--- src/rtl/fetch_stage.sv ---
// Instruction fetch stage with IF/ID register; assembles 1- and 2-word instrs.
// Optional stall statistics counter: define FETCH_STATS_EN.
package fetch_pkg;

  typedef enum logic {
    S_FIRST  = 1'b0,
    S_SECOND = 1'b1
  } fstate_t;

  typedef struct packed {
    logic [31:0] instr;
    logic [31:0] pc;
    logic        valid;
    logic        two_word;
  } if_id_t;

endpackage

module fetch_stage
  import fetch_pkg::*;
#(
  parameter int ADDR_W = 12
) (
  input  logic              clk,
  input  logic              reset,
  input  logic [31:0]       pc,
  input  logic [15:0]       mem_data,
  input  logic              stall,
  input  logic              flush,
  output logic [ADDR_W-1:0] mem_addr,
  output logic [31:0]       if_instr,
  output logic [31:0]       if_pc,
  output logic              if_valid,
`ifdef FETCH_STATS_EN
  output logic              if_two_word,
  output logic [15:0]       stall_count
`else
  output logic              if_two_word
`endif
);

  fstate_t     state_q;
  fstate_t     state_d;
  if_id_t      pkt_q;
  if_id_t      pkt_d;
  logic [15:0] hi_word_q;
  logic [15:0] hi_word_d;
  logic [31:0] hi_pc_q;
  logic [31:0] hi_pc_d;
  logic        advance;
  logic        marker;

  assign advance = !flush && !stall;
  assign marker  = mem_data[15];

  assign mem_addr = pc[ADDR_W-1:0];

  always_ff @(posedge clk or negedge reset) begin
    if (!reset) begin
      state_q <= S_FIRST;
    end else begin
      state_q <= state_d;
    end
  end

  always_comb begin
    state_d = state_q;
    if (flush) begin
      state_d = S_FIRST;
    end else if (advance) begin
      unique case (state_q)
        S_FIRST:  state_d = marker ? S_SECOND : S_FIRST;
        S_SECOND: state_d = S_FIRST;
        default:  state_d = S_FIRST;
      endcase
    end
  end

  // Next packet and pending opcode half; stall leaves everything as is.
  always_comb begin
    pkt_d     = pkt_q;
    hi_word_d = hi_word_q;
    hi_pc_d   = hi_pc_q;
    if (flush) begin
      pkt_d.instr    = 32'h0;
      pkt_d.valid    = 1'b0;
      pkt_d.two_word = 1'b0;
    end else if (advance) begin
      unique case (state_q)
        S_FIRST: begin
          if (marker) begin
            hi_word_d   = mem_data;
            hi_pc_d     = pc;
            pkt_d.valid = 1'b0;
          end else begin
            pkt_d.instr    = {mem_data, 16'h0000};
            pkt_d.pc       = pc;
            pkt_d.valid    = 1'b1;
            pkt_d.two_word = 1'b0;
          end
        end
        S_SECOND: begin
          pkt_d.instr    = {hi_word_q, mem_data};
          pkt_d.pc       = hi_pc_q;
          pkt_d.valid    = 1'b1;
          pkt_d.two_word = 1'b1;
        end
        default: begin
          pkt_d.valid = 1'b0;
        end
      endcase
    end
  end

  always_ff @(posedge clk or negedge reset) begin
    if (!reset) begin
      pkt_q     <= '0;
      hi_word_q <= 16'h0;
      hi_pc_q   <= 32'h0;
    end else begin
      pkt_q     <= pkt_d;
      hi_word_q <= hi_word_d;
      hi_pc_q   <= hi_pc_d;
    end
  end

  assign if_instr    = pkt_q.instr;
  assign if_pc       = pkt_q.pc;
  assign if_valid    = pkt_q.valid;
  assign if_two_word = pkt_q.two_word;

`ifdef FETCH_STATS_EN
  logic [15:0] cnt_q;

  always_ff @(posedge clk or negedge reset) begin
    if (!reset) begin
      cnt_q <= 16'h0;
    end else if (stall && !flush && cnt_q != 16'hFFFF) begin
      cnt_q <= cnt_q + 16'h1;
    end
  end

  assign stall_count = cnt_q;
`endif

endmodule

--- config.mk ---
export PLATFORM = sky130hd
export DESIGN_NAME = fetch_stage
export DESIGN_NICKNAME = d
export VERILOG_FILES = /design/src/rtl/fetch_stage.sv
export SDC_FILE = /design/constraint.sdc
export NUM_CORES = 1
export LEC_CHECK = 0
export ABC_AREA = 0
export CAP_MARGIN = 20
export CORE_MARGIN = 2
export CORE_UTILIZATION = 27
export CTS_CLUSTER_DIAMETER = 60
export CTS_CLUSTER_SIZE = 25
export DETAILED_ROUTE_END_ITERATION = 8
export DONT_BUFFER_PORTS = 1
export HOLD_SLACK_MARGIN = 0.08
export PLACE_DENSITY = 0.39
export SETUP_SLACK_MARGIN = 0.15
export SLEW_MARGIN = 10
export SYNTH_ARGS = -nofsm -noshare
export SYNTH_HDL_FRONTEND = slang
export SYNTH_SLANG_ARGS = --single-unit
--- constraint.sdc ---
create_clock -name clk -period 3.2 [get_ports clk]
set_input_delay 0.8 -clock clk [delete_from_list [all_inputs] [get_ports clk]]
set_output_delay 0.8 -clock clk [all_outputs]
set_load 0.02 [all_outputs]
* Yosys cells after proc, flatten, opt, wreduce, memory -nomap -nowiden
Cells that the tools add are included.
** Storage, ports and cells
- Memories kept :: 0
- Logic and storage cells :: 29
- Input port bits :: 52
- Bits in latches :: 0
- Bits in writable memories :: 0
- Memory bits (read-only) :: 0
- Register bits :: 115
- Output and inout bits :: 78
** Cells by class
- $lt $le $gt $ge :: 0
- Bitwise gates (word level) :: 2
- Muxes and demuxes :: 11
- Reductions and logical operators :: 7
- $add $sub $neg :: 0
- Multipliers :: 0
- Shift operators :: 0
- Div/mod/pow operators :: 0
- Equality and inequality tests :: 2
** Operators with widths (count)
- case mux 66 bit (2 select lines) :: 1
- 2-to-1 mux 66 bit :: 1
- 2-to-1 mux 64 bit :: 1
- 2-to-1 mux 32 bit :: 1
- 2-to-1 mux 1 bit :: 5
- AND reduction 4 bit :: 1
- != test 3 bit, second input constant :: 1
- AND reduction 3 bit :: 1
- logical NOT 1 bit :: 2
- 2-to-1 mux 2 bit :: 1
- != test 2 bit, second input constant :: 1
- NOT 1 bit :: 2
- case mux 1 bit (2 select lines) :: 1
- AND reduction 2 bit :: 1
- nonzero test 2 bit :: 1
- logical AND 1 bit :: 1

* Longest topological paths before layout
- Word-level depth :: 4
- Mapped depth :: 6
- Gate-level depth less buffers :: 3

* Worst setup path before layout
Ideal clock, no wire load.
- Path type :: input port to flip-flop
- Start point :: input flush
- End point :: register hi_pc_q[27]
- Setup time :: 127 ps
- Path slack :: 1431 ps
- Required time :: 3073 ps
- Path buffers :: 2
- Stages :: 4
- Arrival :: 1642 ps
- Cell sequence :: nor3_2 > buf_4 > buf_6 > mux2_1
** On the way
- Longest elaborated chain between the ends :: 3
- Elaborated cells on any way between the ends :: 4
- Those cells by class :: bitwise: 1; reduce/logical: 3
** Ends and longest elaborated chain
- start, declared :: line 29 : input logic flush,
- logical NOT 1 bit :: line 53 : assign advance = !flush && !stall;
- logical AND 1 bit :: line 53
- AND reduction 4 bit (no line) *
- end signal, assigned :: line 123 : hi_pc_q <= hi_pc_d;
- end, declared :: line 48 : logic [31:0] hi_pc_q;
Every way passes the cells marked *; elsewhere a longest branch is shown, timed or not.
A chain may end at the register's enable or synchronous reset.

* Final worst setup path
- Start point :: register state_q
- End point :: register hi_pc_q[14]
** On the way
- Longest elaborated chain between the ends :: 2
** Ends and longest elaborated chain
- start, declared :: line 42 : fstate_t state_q;
- start signal, assigned :: line 62 : state_q <= state_d;
- NOT 1 bit (no line)
- AND reduction 4 bit (no line)
No other way between the ends.

==> summary.md <==
| Metric | Value |
|---|---|
| Slew headroom | approximately three fifths |
| Num ports | 130 |
| Layout Utilization | around a third |
| Power, Total | roughly 4.2 mW |
| Clock Skew | 0.00707 ns |
| Worst min path class | input port to asynchronous set/reset pin |
| Syn Area/Cell | approximately 13 sq um |
| Clk buf depth | 2 |
| Vias/cell | slightly below 5 |
| Power per Cell Area | 750 nW/um^2 |
| CP Capture Type | register |
| Hold Slack | 0.239 ns |
| RSZ-0062 raised after global routing | no |
| Fin nets | 399 |
| Detailed Place HPWL | roughly 6.6 mm |
| WL final | between 10 and 15 mm |
| Vias in the first global route | about 2.8k |
| Wire length per cell | around 19 um |
| Post-Synthesis Cells | ~360 |
| Synth Net Count | 415 |
| GR Layer Usage met3 | roughly 6.0% |
| First-pass GRT wire length | 17.8 mm |
| Max_cap viols | 0 |
| TritonCTS Buffers | 17 |
| # port buffers | 0 |
| Sequential share of the synthesized area | between 50% and 60% |
| Layout cells sized above 1 | between 20% and 30% |
| Met1 Use GR | around 16% |
| Via count | between 2k and 3k |
| Post-Syn Area | ~5000 sq um |
| Synth cell types | 23 |
| TNS Setup | 0 ns |
| Clk root buf | clkbuf_16 |
| GRT overflow | 0 |
| Starting Density | between 20% and 30% |
| CP Max Fanout | 48 |
| Setup Viol. Count Final | 0 |
| Area of the core | approximately 18000 sq um |
| Least-Margin Pin Slew | about 0.61 ns |
| Max Clk Rate | 481 MHz |
| Area Growth Syn to Fin | 15.6% |
| Synth Warn # | 0 |
| Initial antenna violation count | 0 |
| Critical Path AT | ~2.4 ns |
| Tmin final | approximately 2.1 ns |
| Met2 track demand over resource | 17.2% |
| CTS tree | done |
| Status | completed |
| Worst-skew pair later-pin latency | roughly 0.41 ns |
| Clk pin slew, worst setup/hold paths | around 0.05 ns |
| Total Routing Usage GR | between 10% and 20% |
| Final Hold Viols | 0 |
| Post-synthesis register bit count | 115 |
| Die height | about 140 um |
| Largest net degree at the start of global routing | ~120 |
| DIE AREA | around 19000 sq um |
| Tcrit/Tclk final | 64.9% |
| Post-route cell area | approximately 5600 sq um |
| H-tree Lvls | 4 |
| DIE WIDTH | ~140 um |
| Worst Setup Start Kind | register |
| # clock sinks | 115 |
| CP required | approximately 3.5 ns |
| GRT busiest layer | met2 |
| Std cell rows | between 40 and 50 |
| Placed inst area | between 4000 and 5000 sq um |
| Pleak | 2.28 nW |
| Antenna-violating nets left | 0 |
| Fin. max-slew vios | 0 |
| DRC | 0 |
| DRT Pass-1 Iters | 4 |
| Peak VDD IR | between 0.3 and 0.4 mV |
| # diodes | 0 |
| Final GP Congestion | 0.673 |
| DR iter-0 viols | 120 |
| Setup CP Type | register to register |
-- logic make-up (layout without fill, tap and decap cells) --
family,after synthesis,after routing,share of synthesized area (%)
flip-flops,115,115,59.2
buffers and inverters,44,40,5.30
AND/OR/NAND/NOR,10,10,1.21
AO/OA/AOI/OAI,100,100,13.7
multiplexers,94,94,20.6
-- registers in the layout, summed over array words and instances, names as in the netlist --
name / cells
state_q: 1
if_pc: 32
hi_pc_q: 32
if_two_word: 1
if_instr: 32
hi_word_q: 16
if_valid: 1
-- stage by stage --
stage	setup WS, ns	std cells
finish	1.12	588
global route	0.998	588
CTS	1.08	586
detailed placement	0.907	555
global placement	0.966	555
floorplan	1.43	363
-- power by group --
part           internal [mW]  total [mW]  switching, mW
combinational          0.193       0.376          0.183
sequential              1.68        1.95          0.265
clock                   1.24        1.89          0.655
-- cell type report --
cell class,count,area (sq um)
sequential,115,2880
inverter,1,3.75
tap,229,287
timing repair buffer,8,113
clock buffer,22,494
fill,1789,12200
clock inverter,9,103
multi-input combinational,204,1740
-- path summary, 6_finish.rpt --
| path | from | endpoint | slack [ns] | cells past startpoint |
|---|---|---|---|---|
| setup / recovery | state_q | hi_pc_q[14] | 1.12 | 4 |
| hold / removal | reset | if_pc[3] | 0.24 | 1 |
| setup reg to reg | state_q | hi_pc_q[14] | 1.12 | 4 |
| hold reg to reg | hi_word_q[15] | hi_word_q[15] | 0.48 | 1 |
| max in group asynchronous | reset | hi_pc_q[29] | 2.65 | 1 |
| min in group clk | flush | state_q | 0.46 | 1 |
-- critical path: stages, from the launching register on --
cell and delay (ns):
dfrtp_4 0.67, nand2b_4 0.36, nor3_4 0.21, buf_12 0.33, mux2_2 0.38
-- Yosys cell counts --
library cell | instances | area [sq um]
and2_0 | 1 | 6.26
a21oi_2 | 1 | 8.76
dfrtp_1 | 115 | 2880
inv_1 | 1 | 3.75
mux2_1 | 19 | 214
a31oi_1 | 32 | 200
nand2_1 | 4 | 15.0
buf_6 | 2 | 22.5
o21ai_0 | 1 | 5.00
a22o_1 | 17 | 149
a21oi_1 | 33 | 165
buf_4 | 14 | 105
nand2b_4 | 1 | 13.8
a21o_1 | 1 | 7.51
o2bb2ai_1 | 15 | 131
mux2_2 | 28 | 315
buf_1 | 2 | 7.51
buf_2 | 20 | 100
clkbuf_1 | 5 | 18.8
or2_2 | 1 | 6.26
mux2i_1 | 47 | 470
nor3_2 | 1 | 10.0
nor2_1 | 2 | 7.51
-- metal layers --
| layer | up-vias | wire length (um) | part of all wire, % |
|---|---|---|---|
| met4 | 0 | 185 | 1.6 |
| met5 | - | 0 | 0 |
| met1 | 1425 | 5190 | 46 |
| li1 | 1309 | - | - |
| met3 | 16 | 1030 | 9.0 |
| met2 | 100 | 4990 | 44 |
-- cells in the final DEF (no fill, tap or decap), types with 2 or more instances in the layout --
cell type   instances
mux2i_1            47
buf_16              2
clkinv_2            4
a21oi_1            33
clkbuf_16          17
nand2_1             4
buf_4               5
clkinvlp_4          3
a31oi_1            32
mux2_2             28
mux2_1             19
clkbuf_8            5
dfrtp_1           114
a22o_1             17
bufinv_16           2
o2bb2ai_1          15
-- repair_timing --
action / 4_1_cts / 5_1_grt
setup buffers: 0 / 0
endpoints found under the hold margin: 115 / 65
endpoints found under the setup margin: 0 / 0
gates resized for setup: 0 / 0
(Power assumes the default switching activity.)
